`src/rtl/alu_pkg.sv`:
```
// Shared ALU definitions: opcodes, sequencer states, and default widths.
// Used by alu_op_sequencer and by the UART parser/serializer that surround it.
package alu_pkg;

  localparam int unsigned ALU_DATA_WIDTH  = 32;
  localparam int unsigned ALU_COUNT_WIDTH = 16;
  localparam int unsigned ALU_OP_WIDTH    = 8;

  // Command opcodes carried in the UART packet header
  typedef enum logic [ALU_OP_WIDTH-1:0] {
    ADD  = 8'h01,
    MUL  = 8'h02,
    DIV  = 8'h03,
    ECHO = 8'hEC
  } opcode_e;

  // Sequencer control states
  typedef enum logic [2:0] {
    IDLE       = 3'd0,
    LOAD_FIRST = 3'd1,
    LOAD_NEXT  = 3'd2,
    ISSUE      = 3'd3,
    WAIT_RSP   = 3'd4,
    DRAIN      = 3'd5,
    RESULT     = 3'd6
  } seq_state_e;

  // Accumulator value substituted when a divisor of zero is seen
  localparam logic [ALU_DATA_WIDTH-1:0] DIV_BY_ZERO_RESULT = '1;

  // True for opcodes the sequencer folds
  function automatic logic is_arith_op(input logic [ALU_OP_WIDTH-1:0] op);
    return (op == ADD) || (op == MUL) || (op == DIV);
  endfunction

endpackage

```
`src/rtl/alu_op_sequencer.sv`:
```
// Multi-operand ALU command sequencer.
// Accepts {opcode, count}, streams count operands and folds them left-to-right
// into an accumulator. ADD folds locally; MUL/DIV steps go to an external shared
// iterative mul/div unit over a req/rsp handshake. Result goes out on res_*.
// Ports:
//   clk_i, reset_i                 clock, synchronous active-high reset
//   cmd_valid_i/ready_o/op_i/count_i   command from the packet parser
//   opnd_valid_i/ready_o/data_i        operand stream
//   req_valid_o/ready_i/div_o/a_o/b_o  request to the mul/div unit
//   rsp_valid_i/data_i                 single-cycle response from the unit
//   res_valid_o/ready_i/data_o/err_o   result to the TX serializer
module alu_op_sequencer
  import alu_pkg::*;
#(
  parameter int unsigned DATA_WIDTH  = ALU_DATA_WIDTH,
  parameter int unsigned COUNT_WIDTH = ALU_COUNT_WIDTH
) (
  input  logic                   clk_i,
  input  logic                   reset_i,
  input  logic                   cmd_valid_i,
  output logic                   cmd_ready_o,
  input  logic [ALU_OP_WIDTH-1:0] cmd_op_i,
  input  logic [COUNT_WIDTH-1:0] cmd_count_i,
  input  logic                   opnd_valid_i,
  output logic                   opnd_ready_o,
  input  logic [DATA_WIDTH-1:0]  opnd_data_i,
  output logic                   req_valid_o,
  input  logic                   req_ready_i,
  output logic                   req_div_o,
  output logic [DATA_WIDTH-1:0]  req_a_o,
  output logic [DATA_WIDTH-1:0]  req_b_o,
  input  logic                   rsp_valid_i,
  input  logic [DATA_WIDTH-1:0]  rsp_data_i,
  output logic                   res_valid_o,
  input  logic                   res_ready_i,
  output logic [DATA_WIDTH-1:0]  res_data_o,
  output logic                   res_err_o
);

  seq_state_e               state_q, state_d;
  logic [DATA_WIDTH-1:0]    acc_q, acc_d;
  logic [DATA_WIDTH-1:0]    req_b_q, req_b_d;
  logic [COUNT_WIDTH-1:0]   rem_q, rem_d;
  logic [ALU_OP_WIDTH-1:0]  op_q, op_d;
  logic                     err_q, err_d;
  logic                     cmd_ready_q, cmd_ready_d;
  logic                     opnd_ready_q, opnd_ready_d;
  logic                     req_valid_q, req_valid_d;
  logic                     req_div_q, req_div_d;
  logic                     res_valid_q, res_valid_d;

  logic cmd_fire, opnd_fire, req_fire, res_fire, last_opnd;

  assign cmd_fire  = cmd_valid_i & cmd_ready_q;
  assign opnd_fire = opnd_valid_i & opnd_ready_q;
  assign req_fire  = req_valid_q & req_ready_i;
  assign res_fire  = res_valid_q & res_ready_i;
  assign last_opnd = (rem_q == COUNT_WIDTH'(1));

  // Next-state, datapath and next-output decode
  always_comb begin
    state_d = state_q;
    acc_d   = acc_q;
    req_b_d = req_b_q;
    rem_d   = rem_q;
    op_d    = op_q;
    err_d   = err_q;

    unique case (state_q)
      IDLE: begin
        if (cmd_fire) begin
          op_d  = cmd_op_i;
          rem_d = cmd_count_i;
          err_d = 1'b0;
          if (cmd_count_i == '0) begin
            acc_d   = '0;
            state_d = RESULT;
          end else if (!is_arith_op(cmd_op_i)) begin
            acc_d   = '0;
            err_d   = 1'b1;
            state_d = DRAIN;
          end else begin
            state_d = LOAD_FIRST;
          end
        end
      end

      LOAD_FIRST: begin
        if (opnd_fire) begin
          acc_d   = opnd_data_i;
          rem_d   = rem_q - COUNT_WIDTH'(1);
          state_d = last_opnd ? RESULT : LOAD_NEXT;
        end
      end

      LOAD_NEXT: begin
        if (opnd_fire) begin
          rem_d = rem_q - COUNT_WIDTH'(1);
          if (op_q == ADD) begin
            acc_d   = acc_q + opnd_data_i;
            state_d = last_opnd ? RESULT : LOAD_NEXT;
          end else if ((op_q == DIV) && (opnd_data_i == '0)) begin
            // Divide by zero saturates locally; the unit never sees it
            acc_d   = DATA_WIDTH'(DIV_BY_ZERO_RESULT);
            err_d   = 1'b1;
            state_d = last_opnd ? RESULT : LOAD_NEXT;
          end else begin
            req_b_d = opnd_data_i;
            state_d = ISSUE;
          end
        end
      end

      ISSUE: begin
        if (req_fire) state_d = WAIT_RSP;
      end

      WAIT_RSP: begin
        if (rsp_valid_i) begin
          acc_d   = rsp_data_i;
          state_d = (rem_q == '0) ? RESULT : LOAD_NEXT;
        end
      end

      DRAIN: begin
        if (opnd_fire) begin
          rem_d = rem_q - COUNT_WIDTH'(1);
          if (last_opnd) state_d = RESULT;
        end
      end

      RESULT: begin
        if (res_fire) state_d = IDLE;
      end

      default: state_d = IDLE;
    endcase

    // Handshake outputs are registered from the next state
    cmd_ready_d  = (state_d == IDLE);
    opnd_ready_d = (state_d == LOAD_FIRST) || (state_d == LOAD_NEXT) ||
                   (state_d == DRAIN);
    req_valid_d  = (state_d == ISSUE);
    res_valid_d  = (state_d == RESULT);
    req_div_d    = (op_d == DIV);
  end

  // State and output registers
  always_ff @(posedge clk_i) begin
    if (reset_i) begin
      state_q      <= IDLE;
      acc_q        <= '0;
      req_b_q      <= '0;
      rem_q        <= '0;
      op_q         <= '0;
      err_q        <= 1'b0;
      cmd_ready_q  <= 1'b0;
      opnd_ready_q <= 1'b0;
      req_valid_q  <= 1'b0;
      req_div_q    <= 1'b0;
      res_valid_q  <= 1'b0;
    end else begin
      state_q      <= state_d;
      acc_q        <= acc_d;
      req_b_q      <= req_b_d;
      rem_q        <= rem_d;
      op_q         <= op_d;
      err_q        <= err_d;
      cmd_ready_q  <= cmd_ready_d;
      opnd_ready_q <= opnd_ready_d;
      req_valid_q  <= req_valid_d;
      req_div_q    <= req_div_d;
      res_valid_q  <= res_valid_d;
    end
  end

  // acc is stable in ISSUE and RESULT, so it drives both req_a and res_data
  assign cmd_ready_o  = cmd_ready_q;
  assign opnd_ready_o = opnd_ready_q;
  assign req_valid_o  = req_valid_q;
  assign req_div_o    = req_div_q;
  assign req_a_o      = acc_q;
  assign req_b_o      = req_b_q;
  assign res_valid_o  = res_valid_q;
  assign res_data_o   = acc_q;
  assign res_err_o    = err_q;

endmodule

```
`config.mk`:
```
export PLATFORM = sky130hd
export DESIGN_NAME = alu_op_sequencer
export DESIGN_NICKNAME = d
export VERILOG_FILES = /design/src/rtl/alu_pkg.sv /design/src/rtl/alu_op_sequencer.sv
export SDC_FILE = /design/constraint.sdc
export NUM_CORES = 1
export LEC_CHECK = 0
export BUFFER_PORTS_ARGS = -buffer_cell sky130_fd_sc_hd__buf_2
export CAP_MARGIN = 20
export CELL_PAD_IN_SITES_DETAIL_PLACEMENT = 1
export CELL_PAD_IN_SITES_GLOBAL_PLACEMENT = 1
export CORE_MARGIN = 2
export CORE_UTILIZATION = 35
export CTS_CLUSTER_SIZE = 30
export DETAILED_ROUTE_END_ITERATION = 10
export MAX_ROUTING_LAYER = met4
export PLACE_DENSITY_LB_ADDON = 0.1
export SYNTH_ARGS = -nofsm -noshare
export SYNTH_HDL_FRONTEND = slang
export SYNTH_SLANG_ARGS = --single-unit
```
`constraint.sdc`:
```
create_clock -name clk_i -period 8.1 [get_ports clk_i]
set_input_delay 2.43 -clock clk_i [delete_from_list [all_inputs] [get_ports clk_i]]
set_output_delay 2.43 -clock clk_i [all_outputs]
set_load 0.01 [all_outputs]
```
### Word-level counts from Yosys, hierarchy flattened

Cells that the tools add are included.

* bits in registers: 97
* logic and storage cells: 100

* eq/ne operators: 27
* reduce and logical (&&, ||, !) cells: 18
* add/subtract/negate cells: 2
* bitwise gates (word level): 6
* multiplexer cells: 36

Operators with widths (count)
* 2-to-1 mux 32 bit: 8
* one-hot mux 32 bit (4 select lines): 1
* 2-to-1 mux 3 bit: 14
* adder 32 bit: 1
* == test 8 x 2 -> 1 bit, second input constant: 4
* logical NOT 16 bit: 2
* logical NOT 32 bit: 1
* 2-to-1 mux 16 bit: 2
* one-hot mux 16 bit (2 select lines): 1
* one-hot mux 3 bit (7 select lines): 1
* == test 16 x 1 -> 1 bit, second input constant: 1
* == test 8 x 1 -> 1 bit, second input constant: 2
* 2-to-1 mux 8 bit: 2
* subtractor 16 x 1 -> 16 bit, second input constant: 1
* == test 3 bit, second input constant: 5
* == test 3 x 2 -> 1 bit, second input constant: 4
* != test 2 bit, second input constant: 6
* AND reduction 7 bit: 1
* == test 3 x 1 -> 1 bit, second input constant: 2
* logical NOT 3 bit: 2
* 2-to-1 mux 1 bit: 6
* != test 3 bit, second input constant: 2
* AND reduction 5 bit: 1
* bitwise AND 1 bit: 4
* 10 further kinds: 15

### Longest topological paths before layout

Gate-level depths: netlist of the first run.

* word-level depth: 10
* gate-level depth with buffers: 11
* depth with buffers taken out: 10

### Worst setup path after synthesis of the first run

OpenSTA, ideal clock, no wires.

* path type: input -> register
* from: input port opnd_data_i[0]
* to: register acc_q[24] (netlist: req_a_o[24])
* slack: 3338 ps
* arrival: 4644 ps
* cell stages on the path: 10
* cells stage by stage: ha_1 > fa_1 > a21o_2 > a221o_1 > a21oi_2 > o211ai_2 > a211oi_2 > xor2_1 > nand4_1 > a32o_1

* cells in the longest elaborated chain, start to end: 4
* elaborated cells on any way between the ends: 8
* classes of those cells: add/sub: 1; eq/ne: 1; mux: 3; reduce/logical: 3

Ends and longest elaborated chain
* from (decl): line alu_op_sequencer.sv:26 `input logic [DATA_WIDTH-1:0] opnd_data_i,`
* adder 32 bit or logical NOT 32 bit (tied branches): line alu_op_sequencer.sv:100, alu_op_sequencer.sv:102
* 2-to-1 mux 32 bit or logical AND 1 bit (tied branches): line alu_op_sequencer.sv:99, alu_op_sequencer.sv:102
* 2-to-1 mux 32 bit or != test 3 bit (tied branches)
* one-hot mux 32 bit (4 select lines) or AND reduction 7 bit (tied branches)
* to (signal assigned): line alu_op_sequencer.sv:152 `acc_q <= '0;`
* to (signal assigned): line alu_op_sequencer.sv:164 `acc_q <= acc_d;`
* to (decl): line alu_op_sequencer.sv:41 `logic [DATA_WIDTH-1:0] acc_q, acc_d;`

Parallel ways exist; a longest one is shown, timed or not. The select of a mux whose other input is x is not followed.
A chain may end at the register's enable or synchronous reset.

### Worst setup path in the final report of the first run

* from: input port opnd_data_i[28]
* to: register opnd_ready_q (netlist: opnd_ready_o)

* cells in the longest elaborated chain, start to end: 9
* elaborated cells on any way between the ends: 11
* classes of those cells: eq/ne: 3; mux: 4; reduce/logical: 4

Ends and longest elaborated chain
* logical NOT 32 bit (*): line alu_op_sequencer.sv:102 `end else if ((op_q == DIV) && (opnd_data_i == '0)) begin`
* logical AND 1 bit (*): line alu_op_sequencer.sv:102
* 2-to-1 mux 3 bit (*): line alu_op_sequencer.sv:102
* 2-to-1 mux 3 bit (*): line alu_op_sequencer.sv:99 `if (op_q == ADD) begin`
* 2-to-1 mux 3 bit (*): line alu_op_sequencer.sv:97 `if (opnd_fire) begin`
* one-hot mux 3 bit (7 select lines) (*): line alu_op_sequencer.sv:69 `unique case (state_q)`
* == test 3 x 1 -> 1 bit or == test 3 x 2 -> 1 bit (tied branches): line alu_op_sequencer.sv:141 `opnd_ready_d = (state_d == LOAD_FIRST) || (state_d == LOAD_NEXT) ||`
* logical OR 1 bit: line alu_op_sequencer.sv:141
* logical OR 1 bit (*): line alu_op_sequencer.sv:141
* to (signal assigned): line alu_op_sequencer.sv:170 `opnd_ready_q <= opnd_ready_d;`
* to (decl): line alu_op_sequencer.sv:47 `logic opnd_ready_q, opnd_ready_d;`

Mark *: on every way between the ends. The rest lies on a longest branch, timed or not.

==> summary.md, run 1 <==
| Metric | Value |
|---|---|
| TritonCTS clock tree | yes |
| Switching Fraction | 47.6% |
| I/O Buffers | 196 |
| Inserted Clock Buffers | 9 |
| Setup ws final | 3.11 ns |
| Final period util | 61.6% |
| All-layer global routing usage | 25.7% |
| Fmax | 201 MHz |
| Worst slew margin | 22.8% |
| H-Tree Depth | 3 |
| Total vias in the final route | 7471 |
| Main flop type after synthesis | dfxtp_1 |
| Die X | 145 um |
| Nets | 1175 |
| Critical Path RT | 8.39 ns |
| Wire length per cell | 20.5 um |
| Clock root buffer | clkbuf_16 |
| Critical Path End Type | flip-flop |
| Rows | 51 |
| Core Util, Final | 41.4% |
| Max Fanout on Critical Path | 34 |
| Core area | 19500 um2 |
| Final HPWL from detailed placement | 20100 um |
| Flop pwr share | 27.9% |
| Min-Delay Startpoint | req_b_o[17] |
| 1st-iter DRT viols | 469 |
| VDD IR max | 236 uV |
| Drc violations | 0 |
| First-pass DRT Iterations | 5 |
| Final Skew | 0.0102 ns |
| CTS sink count | 97 |
| Post-route cell area | 8060 um2 |
| PwrDens | 311 nW/um2 |
| Die Ht | 145 um |
| Syn_area_per_cell | 7.49 um2 |
| Asr flop ratio synth | 0% |
| Hold Path Class | reg2reg |
| Post-route setup TNS | 0 ns |
| Distinct cells, synth | 77 |
| Worst r2r src | op_q[7] |
| Clock power frac | 17.9% |
| Vias in the first global route | 7518 |
| Largest net degree at the start of global routing | 75 |
| RSZ-0062 raised after global routing | false |
| Postcts setup bufs | 0 |
| Area grow syn2layout | 15.9% |
| Congestion Overflow GR | 0 |
| Initial core utilization | 35.7% |
| Synth Instances | 928 |
| Hold Fails Final Rpt | 0 |
| Drt total wl | 27000 um |
| Hold-fix buffers, CTS | 0 |
| Die footprint | 21000 um2 |
| Syn_nets | 1058 |
| Share of layout cells above drive strength 1 | 24.5% |
| Max-cap violation count | 0 |
| Final setup violation count | 0 |
| Fin Hold WS | 0.455 ns |
| Placed inst area | 7750 um2 |
| FF+latch count, synth | 97 |
| Clock Latency Late Sink | 0.36 ns |
| Fill count | 2514 |
| Ys Warns | 0 |
| Post-DRT Antenna Nets | 0 |
| NetSw | 1.19 mW |
| Boundary pin count | 197 |
| Worst slew pin tran | 1.16 ns |
| EDFF count, synth | 0 |
| CP arrival | 5.27 ns |
| Status | finished, final reports clean |
| First-pass GRT wire length | 42200 um |
| Layout Cells excl Fill | 1317 |
| Routed vias/inst | 5.67 |
| Comb pwr share | 54.2% |
| GP Congestion | 0.905 |
| Crit path time final | 4.99 ns |
| Post-Syn Area | 6950 um2 |
| Worst Setup SP | opnd_data_i[28] |
| Critical path class | in2reg |
| Clk pin slew, worst setup/hold paths | 0.08 ns |
| Final Max Slew Viols | 0 |
| Post-synthesis sequential area ratio | 27.9% |
| Max clock buf depth | 2 |
| Pre-CTS setup slack | 2.74 ns |
| P_leak | 3.44 nW |
| Critical path launch point type | input port |
| Post-cts resize count | 0 |
| Internal power | 1.31 mW |
| Total power | 2.50 mW |
| Initial antenna violation count | 2 |
| Placed instance count | 1299 |
[worst paths after layout]
check	slack (ns)	endpoint	cells past startpoint
max	3.11	opnd_ready_o	9
min reg2reg	0.46	req_b_o[17]	2
max reg2reg	4.56	opnd_ready_o	8
min	0.46	req_b_o[17]	2
[cell usage in the layout (no fill, tap or decap), drive strengths merged, types with 13 or more instances in the layout]
cell type | synthesis | final
a211oi | 13 | 13
a21o | 18 | 18
a21oi | 124 | 124
a221oi | 20 | 20
a22oi | 18 | 18
buf | 57 | 204
dfxtp | 97 | 97
ha | 34 | 34
inv | 18 | 21
nand2 | 145 | 145
nand3 | 27 | 27
nand4 | 14 | 14
nor2 | 62 | 62
nor3 | 14 | 14
nor4 | 18 | 18
o21ai | 76 | 76
xnor2 | 15 | 15
xor2 | 13 | 13
[Yosys cell counts (all sizes together) (4+ instances only)]
cell,n,area share (%)
nor2,62,3.4
clkbuf,41,2.7
dfxtp,97,28
xor2,13,1.6
nor4,18,2.1
a311oi,5,0.63
a21o,18,2.0
mux2i,4,0.58
o211ai,7,0.83
ha,34,6.1
and3,4,0.40
buf,57,5.6
a21oi,124,9.0
a211oi,13,1.5
a31oi,11,0.99
a221oi,20,2.5
nor2b,4,0.36
xnor2,15,1.9
nor3,14,1.0
o22ai,4,0.36
nand4,14,1.3
a32o,4,0.58
and2,10,0.94
a22oi,18,1.9
nand3,27,2.2
inv,18,0.97
o21ai,76,5.5
nand2b,4,0.47
nand2,145,7.9
[kinds of logic (layout without fill, tap and decap cells)]
| logic type | count (synthesis) | after routing | synth area share [%] |
|---|---|---|---|
| multiplexers | 5 | 5 | 0.738 |
| XOR/XNOR | 28 | 28 | 3.53 |
| buffers and inverters | 116 | 238 | 9.31 |
| AO/OA/AOI/OAI | 331 | 331 | 30.2 |
| AND/OR/NAND/NOR | 316 | 316 | 21.9 |
| other | 0 | 2 | 0 |
| flip-flops | 97 | 97 | 27.9 |
| adder cells (fa/ha/maj) | 35 | 35 | 6.41 |
[power groups by stage]
| stage | Sequential, mW | Combinational (mW) | Clock, mW |
|---|---|---|---|
| final | 0.698 | 1.36 | 0.449 |
| after detailed placement | 0.710 | 1.35 | 0 |
| after CTS | 0.700 | 1.36 | 0.459 |
| after floorplan | 0.694 | 1.03 | 0 |
| after global placement | 0.709 | 1.34 | 0 |
| after global routing | 0.718 | 1.51 | 0.473 |
[area by class of cell]
| class | count | area [um2] | share of cell area [%] |
|---|---|---|---|
| diodes | 2 | 5.00 | 0.0621 |
| clock buffers | 9 | 225 | 2.80 |
| clock inverters | 7 | 72.6 | 0.901 |
| inverters | 18 | 67.6 | 0.839 |
| multi-input cells | 715 | 4370 | 54.3 |
| flip-flops and latches | 97 | 1940 | 24.1 |
| well taps | 265 | 332 | 4.12 |
| repair buffers | 204 | 1040 | 12.9 |
[state kept, by name (all words and copies together) (netlist names)]
| register | cells |
|---|---|
| op_q | 8 |
| res_err_o | 1 |
| req_div_o | 1 |
| cmd_ready_o | 1 |
| res_valid_o | 1 |
| req_a_o | 32 |
| req_valid_o | 1 |
| rem_q | 16 |
| state_q | 3 |
| req_b_o | 32 |
| opnd_ready_o | 1 |
[layer usage]
| metal | global-route usage [%] | vias to the layer above | share of wire (%) |
|---|---|---|---|
| met1 | 34.7 | 3664 | 47 |
| met3 | 3.21 | 27 | 4.1 |
| met2 | 41.0 | 188 | 47 |
| met4 | 6.53 | 0 | 1.8 |
| met5 | - | - | 0 |
| li1 | - | 3592 | - |
[worst max-delay path, cell delays in order]
cell and delay, ns:
buf_2 0.14, nor4b_1 0.63, nand4_1 0.25, nor4_4 0.28, nor2_1 0.11, nand2_2 0.65, nand3_2 0.24, or3_1 0.41
a21oi_1 0.12
No activity file was read; power rests on OpenSTA's default activity.
==> inputs of run 2 (changes only) <==
- ABC_AREA: unset -> 1
- CORE_UTILIZATION: 35 -> 33
- clock period: 8.1 -> 4.4 ns (I/O delays scaled with it)
==> run 2 against run 1 <==
Clock power increased by 82%. Total power increased by 58%. Cell count increased by 34%. Critical path depth increased by 6. Global-route usage increased by 0.29 points. Synthesized area increased by 10%. Sequential share of layout area decreased by 2.5 points. Sequential power increased by 59%. Wire length increased by 14%. Via count increased by 19%. Highest routed layer unchanged.
==> summary.md, run 2 <==
| Metric | Value |
|---|---|
| Status | finished, final reports clean |
| GP Congestion | 0.885 (-2.2%) |
| Worst Setup SP | opnd_data_i[0] |
| Max-cap violation count | 0 (unchanged) |
| Nets | 1598 (+36%) |
| Largest net degree at the start of global routing | 52 (-31%) |
| Clock Latency Late Sink | 0.36 ns (about the same) |
| Worst path most repeated cell | nand2_1 |
| First-pass DRT Iterations | 7 (+2) |
| Hold-fix buffers, CTS | 0 (unchanged) |
| Synth area leader | dfxtp_1 |
| Wire length per cell | 17.5 um (-15%) |
| Critical Path RT | 4.61 ns (-3.78 ns) |
| Drc violations | 0 (unchanged) |
| Buffers & Inverters on Critical Path | 2 (+1) |
| Routed vias/inst | 5.06 (-11%) |
| Post-route setup TNS | 0 ns (unchanged) |
| Die X | 156 um (+7.9%) |
| Syn_nets | 1451 (+37%) |
| Delay-heaviest family, CP | simple AND/OR/NAND/NOR gates |
| P_leak | 4.71 nW (+37%) |
| Worst slew pin tran | 0.855 ns (-0.303 ns) |
| FF+latch count, synth | 97 (unchanged) |
| Final setup violation count | 0 (unchanged) |
| Area grow syn2layout | 17.3% |
| RSZ-0062 raised after global routing | false |
| First-pass GRT wire length | 47900 um (+13%) |
| PwrDens | 439 nW/um2 (+41%) |
| CP arrival | 3.30 ns (-1.97 ns) |
| Main flop type after synthesis | dfxtp_1 |
| Storage cell area | 1940 um2 (unchanged) |
| Die footprint | 24400 um2 (+16%) |
| Final period util | 70.2% |
| Worst Reg-to-Reg Cells | 11 (+3) |
| Total vias in the final route | 8902 (+19%) |
| R2r setup slk | 1.67 ns (-2.89 ns) |
| Critical path class | in2reg |
| Pre-CTS setup slack | 0.948 ns (-1.80 ns) |
| Slowest-stage cell, CP | fa_1 |
| Syn_area_per_cell | 5.80 um2 (-23%) |
| 1st-iter DRT viols | 424 (-9.6%) |
| All-layer global routing usage | 26.0% (+0.29 points) |
| Synth cell count leaders | nand2_1, inv_1, nand3_1 |
| Post-synthesis sequential area ratio | 25.4% (-2.6 points) |
| Crit path largest cell delay | 0.46 ns (-0.19 ns) |
| Initial antenna violation count | 1 (-1) |
| H-Tree Depth | 3 (unchanged) |
| Fmax | 324 MHz |
| Worst reg2reg endpoint | req_a_o[14] |
| VDD IR max | 325 uV (+38%) |
| Ys Warns | 0 (unchanged) |
| Clock root buffer | clkbuf_16 |
| I/O Buffers | 196 (unchanged) |
| Clk pin slew, worst setup/hold paths | 0.08 ns (about the same) |
| Min-Delay Path Depth | 2 (unchanged) |
| Hold Fails Final Rpt | 0 (unchanged) |
| Core Util, Final | 39.6% (-1.8 points) |
| Post-Syn Area | 7660 um2 (+10%) |
| Critical path launch point type | input port |
| Final Skew | 0.0104 ns (+0.000174 ns) |
| Area occupied by multi-input gates | 4630 um2 (+5.9%) |
| CTS sink count | 97 (unchanged) |
| Synth top area cells | dfxtp_1, nand2_1, inv_1 |
| Commonest non-fill, non-tap cell in the layout | nand2_1 |
| Congestion Overflow GR | 0 (unchanged) |
| Max clock buf depth | 2 (unchanged) |
| Share of layout cells above drive strength 1 | 16.8% (-7.6 points) |
| Boundary pin count | 197 (unchanged) |
| Final Max Slew Viols | 0 (unchanged) |
| Most frequent cells in the layout | nand2_1, buf_2, inv_1 |
| Asr flop ratio synth | 0% (unchanged) |
| Worst r2r src | op_q[5] |
| Rows | 55 (+7.8%) |
| Worst slew margin | 42.8% (+20 points) |
| Setup ws final | 1.31 ns (-1.80 ns) |
| Postcts setup bufs | 0 (unchanged) |
| Inserted Clock Buffers | 9 (unchanged) |
| Final HPWL from detailed placement | 24600 um (+22%) |
| Initial core utilization | 33.7% (-2.0 points) |
| Core area | 22700 um2 (+17%) |
| Post-route cell area | 8990 um2 (+12%) |
| Synth Instances | 1321 (+42%) |
| Die Ht | 156 um (+7.9%) |
| Crit-path cells | buf_2, ha_1, fa_1, nand3_1, nand3_1, nand2_1, nand2_1, inv_1, nor2_1, nor2_1, nor2_1, o21ai_0, nand2_1, nand2_1, a21oi_1 |
| Post-DRT Antenna Nets | 0 (unchanged) |
| Crit path time final | 3.09 ns |
| Drt total wl | 30800 um (+14%) |
| Fill count | 3236 (+29%) |
| Vias in the first global route | 8794 (+17%) |
| Placed inst area | 8700 um2 (+12%) |
| EDFF count, synth | 0 (unchanged) |
| Critical Path End Type | flip-flop |
| Hold Path Class | reg2reg |
| TritonCTS clock tree | yes |
| Most instantiated library cell after synthesis | nand2_1 |
| Max Fanout on Critical Path | 4 (-88%) |
| Distinct cells, synth | 45 (-42%) |
| Min-Delay Startpoint | req_b_o[26] |
| Hold Path Sink | req_b_o[26] |
| Post-cts resize count | 0 (unchanged) |
| Post-synth top area share | 25.4% (-2.6 points) |
==> run 2: cell types whose count changed in the layout (fill, tap and decap cells not counted), moves of 15 or more <==
cell / delta
nor2_1: +33
o21ai_0: -39
a221oi_1: -19
nand3_1: +88
a21oi_1: -15
a22oi_1: -17
inv_1: +154
nand2_1: +328
==> run 2: tightest hold or removal path, stage by stage (launching register included) <==
cell and delay (ns):
dfxtp_1 0.31, nand2_1 0.06, a21oi_1 0.05
==> run 2: how the worst max path moves through the flow <==
stage | to | cells after the start | slack [ns]
after floorplan | req_a_o[16] | 14 | 1.39
after global placement | req_a_o[16] | 12 | 1.02
after detailed placement | req_a_o[11] | 12 | 0.95
after CTS | req_a_o[11] | 12 | 1.33
after global routing | req_a_o[12] | 12 | 1.07
final | req_a_o[16] | 15 | 1.31
==> run 2: routing by layer <==
layer | global-route usage, % | routed length, um | part of all wire [%] | vias to the layer above
met3 | 3.96 | 1370 | 4.4 | 35
met4 | 7.56 | 699 | 2.3 | 0
li1 | - | - | - | 4445
met5 | - | 0 | 0 | -
met2 | 41.4 | 14300 | 46 | 177
met1 | 34.3 | 14500 | 47 | 4245
==> run 2: area by class of cell <==
cell class,instances,share of cell area [%]
flip-flops and latches,97,21.6
clock buffers,10,2.55
inverters,183,7.64
well taps,285,3.97
diodes,1,0.0278
clock inverters,6,0.640
repair buffers,210,12.1
multi-input cells,967,51.5
==> run 2: kinds of logic after synthesis <==
kind of cell / count (synthesis) / synth area share (%)
AO/OA/AOI/OAI: 188 / 13.4
flip-flops: 97 / 25.4
multiplexers: 4 / 0.523
adder cells (fa/ha/maj): 35 / 5.82
XOR/XNOR: 17 / 1.94
AND/OR/NAND/NOR: 723 / 38.6
buffers and inverters: 257 / 14.3
==> run 2: where the power goes <==
| part | internal [mW] | total, mW | switching, mW |
|---|---|---|---|
| sequential | 1.00 | 1.11 | 0.112 |
| clock | 0.399 | 0.815 | 0.416 |
| combinational | 0.633 | 2.02 | 1.39 |
==> run 2: through the flow <==
| step | cells | hold slack (ns) | power (mW) |
|---|---|---|---|
| floorplan | 1321 | 0.445 | 2.54 |
| global placement | 1742 | 0.448 | 3.12 |
| detailed placement | 1742 | 0.452 | 3.15 |
| CTS | 1758 | 0.465 | 3.98 |
| global route | 1759 | 0.489 | 4.29 |
| finish | 1759 | 0.463 | 3.95 |
==> inputs of run 3 (changes only) <==
- clock period: 4.4 -> 2.5 ns (I/O delays scaled with it)
==> run 3 against run 2 <==
Wire length up 2.6%. Critical endpoint is now req_a_o[31]. Highest routed layer unchanged. Cell count up 6.1%. Worst hold slack about the same.
==> summary.md, run 3 (synthesis gave the netlist of run 2 again) <==
| Metric | Value |
|---|---|
| Status | finished, final reports clean |
| Final Skew | 0.0135 ns (+0.00318 ns) |
| Final HPWL from detailed placement | 25300 um (+2.9%) |
| Critical path endpoint | req_a_o[31] |
| Worst slew pin tran | 0.468 ns (-0.386 ns) |
| Initial antenna violation count | 2 (+1) |
| Vias in the first global route | 9321 (+6.0%) |
| H-Tree Depth | 3 (unchanged) |
| Worst Setup SP | opnd_data_i[2] |
| PwrDens | 734 nW/um2 (+67%) |
| Max Fanout on Critical Path | 6 (+2) |
| Drc violations | 0 (unchanged) |
| CP arrival | 2.58 ns (-0.72 ns) |
| Inserted Clock Buffers | 9 (unchanged) |
| Total power | 7.25 mW (+84%) |
| 1st-iter DRT viols | 422 (-0.47%) |
| Max clock buf depth | 2 (unchanged) |
| All-layer global routing usage | 26.9% (+0.87 points) |
| Delay-heaviest family, CP | simple AND/OR/NAND/NOR gates |
| First-pass DRT Iterations | 5 (-2) |
| Crit path largest cell delay | 0.38 ns (-0.08 ns) |
| Drt total wl | 31700 um (+2.6%) |
| Die Ht | 156 um (unchanged) |
| Worst path most repeated cell | nand2_1 |
| Worst reg2reg endpoint | req_a_o[31] |
| Clock power frac | 20.1% (-0.6 points) |
| Crit-path cells | buf_2, ha_1, nand2_1, nand3_1, nand2_1, nand2_1, nand2_1, nand2_1, nand2_1, nand2_1, nand2_1, nand3_1, nand2_1, nand2_1, nand2_1, a21oi_1 |
| Core area | 22700 um2 (unchanged) |
| Total vias in the final route | 9190 (+3.2%) |
| Buffers & Inverters on Critical Path | 1 (-1) |
| P_leak | 5.26 nW (+12%) |
| Final Max Slew Viols | 0 (unchanged) |
| Crit path time final | 2.35 ns |
| Comb pwr share | 52.9% (+1.8 points) |
| Die footprint | 24400 um2 (unchanged) |
| Clock root buffer | clkbuf_16 |
| Post-route setup TNS | 0 ns (unchanged) |
| Wire length per cell | 17.0 um (-3.3%) |
| Critical path launch point type | input port |
| Rows | 55 (unchanged) |
| Worst r2r src | req_a_o[26] |
| Clock Latency Late Sink | 0.36 ns (about the same) |
| Nets | 1704 (+6.6%) |
| Flop pwr share | 27.0% (-1.2 points) |
| CTS sink count | 97 (unchanged) |
| Final period util | 94.0% |
| Area grow syn2layout | 28.9% |
| CP Depth | 16 (+1) |
| Boundary pin count | 197 (unchanged) |
| Critical path class | in2reg |
| Hold-fix buffers, CTS | 0 (unchanged) |
| Hold Fails Final Rpt | 0 (unchanged) |
| First-pass GRT wire length | 49700 um (+3.7%) |
| Clk pin slew, worst setup/hold paths | 0.08 ns (about the same) |
| Critical Path RT | 2.73 ns (-1.88 ns) |
| Fmax | 426 MHz |
| Internal power | 3.80 mW (+87%) |
| Final setup violation count | 0 (unchanged) |
| Initial core utilization | 33.7% (unchanged) |
| Share of layout cells above drive strength 1 | 23.2% (+6.4 points) |
| Hold Path Class | reg2reg |
| Post-DRT Antenna Nets | 0 (unchanged) |
| Commonest non-fill, non-tap cell in the layout | nand2_1 |
| GP Congestion | 0.901 (+1.9%) |
| Die X | 156 um (unchanged) |
| I/O Buffers | 196 (unchanged) |
| Switching Fraction | 47.6% (-0.92 points) |
| Largest net degree at the start of global routing | 90 (+73%) |
| R2r setup slk | 0.30 ns (-1.37 ns) |
| TritonCTS clock tree | yes |
| Congestion Overflow GR | 0 (unchanged) |
| Fill count | 3199 (-1.1%) |
| Routed vias/inst | 4.92 (-2.7%) |
| Postcts setup bufs | 0 (unchanged) |
| Most frequent cells in the layout | nand2_1, buf_2, inv_1 |
| Max-cap violation count | 0 (unchanged) |
| Worst Reg-to-Reg Cells | 16 (+5) |
| Worst slew margin | 68.8% (+26 points) |
| VDD IR max | 529 uV (+63%) |
| Critical Path End Type | flip-flop |
| Slowest-stage cell, CP | ha_1 |
| NetSw | 3.45 mW (+80%) |
-- run 3: layer usage --
layer  up-vias  share of wire (%)  track usage, %
met5         -                  0               -
met2       162                 47            44.5
met3        23                4.1            3.63
met4         0                1.5            5.59
li1       4662                  -               -
met1      4343                 47            35.2
-- run 3: area by class of cell --
cell class	count	area, um2	area share (%)
Antenna cell	3	7.51	0.0760
Multi-Input combinational cell	967	4680	47.4
Clock buffer	10	229	2.32
Sequential cell	97	1940	19.7
Timing Repair Buffer	316	1920	19.4
Inverter	183	687	6.95
Tap cell	285	357	3.61
Clock inverter	6	57.6	0.583
-- run 3: per-stage QoR --
step / util, % / cell area, um2 / hold WS [ns] / instances / worst slack (ns)
finish: 43.5 / 9880 / 0.463 / 1867 / 0.150
global route: 43.5 / 9870 / 0.496 / 1866 / -0.0245
CTS: 43.2 / 9820 / 0.465 / 1864 / 0.109
detailed placement: 42.0 / 9530 / 0.452 / 1848 / -0.258
global placement: 42.0 / 9530 / 0.447 / 1848 / -0.237
floorplan: - / 7660 / 0.445 / 1321 / 0.0587
-- run 3: power by group through the flow --
stage / combinational (mW) / sequential [mW] / clock [mW]
2_1_floorplan: 2.50 / 1.96 / 0
3_3_place_gp: 3.76 / 1.98 / 0
3_5_place_dp: 3.81 / 1.99 / 0
4_1_cts: 3.84 / 1.96 / 1.49
5_1_grt: 4.32 / 1.99 / 1.54
6_report: 3.83 / 1.96 / 1.46
-- run 3: tightest hold or removal path: cells and delay by family (launching register included) --
| kind | cells | cell delay [ns] |
|---|---|---|
| flip-flops | 1 | 0.31 |
| AND/OR/NAND/NOR | 1 | 0.06 |
| AO/OA/AOI/OAI | 1 | 0.05 |
-- run 3: repair_timing --
item | in CTS | in global routing
endpoints found under the setup margin | 0 | 11
hold endpoints to repair | 0 | 0
gates resized for setup | 0 | 13
-- run 3: worst min path at each step --
stage | startpoint | to | slack (ns) | cells past startpoint
2_1_floorplan | rem_q[14] | rem_q[14] | 0.44 | 2
6_report | req_b_o[26] | req_b_o[26] | 0.46 | 2
5_1_grt | rem_q[7] | rem_q[7] | 0.50 | 2
3_5_place_dp | req_b_o[9] | req_b_o[9] | 0.45 | 2
3_3_place_gp | req_b_o[12] | req_b_o[12] | 0.45 | 2
4_1_cts | req_b_o[9] | req_b_o[9] | 0.46 | 2
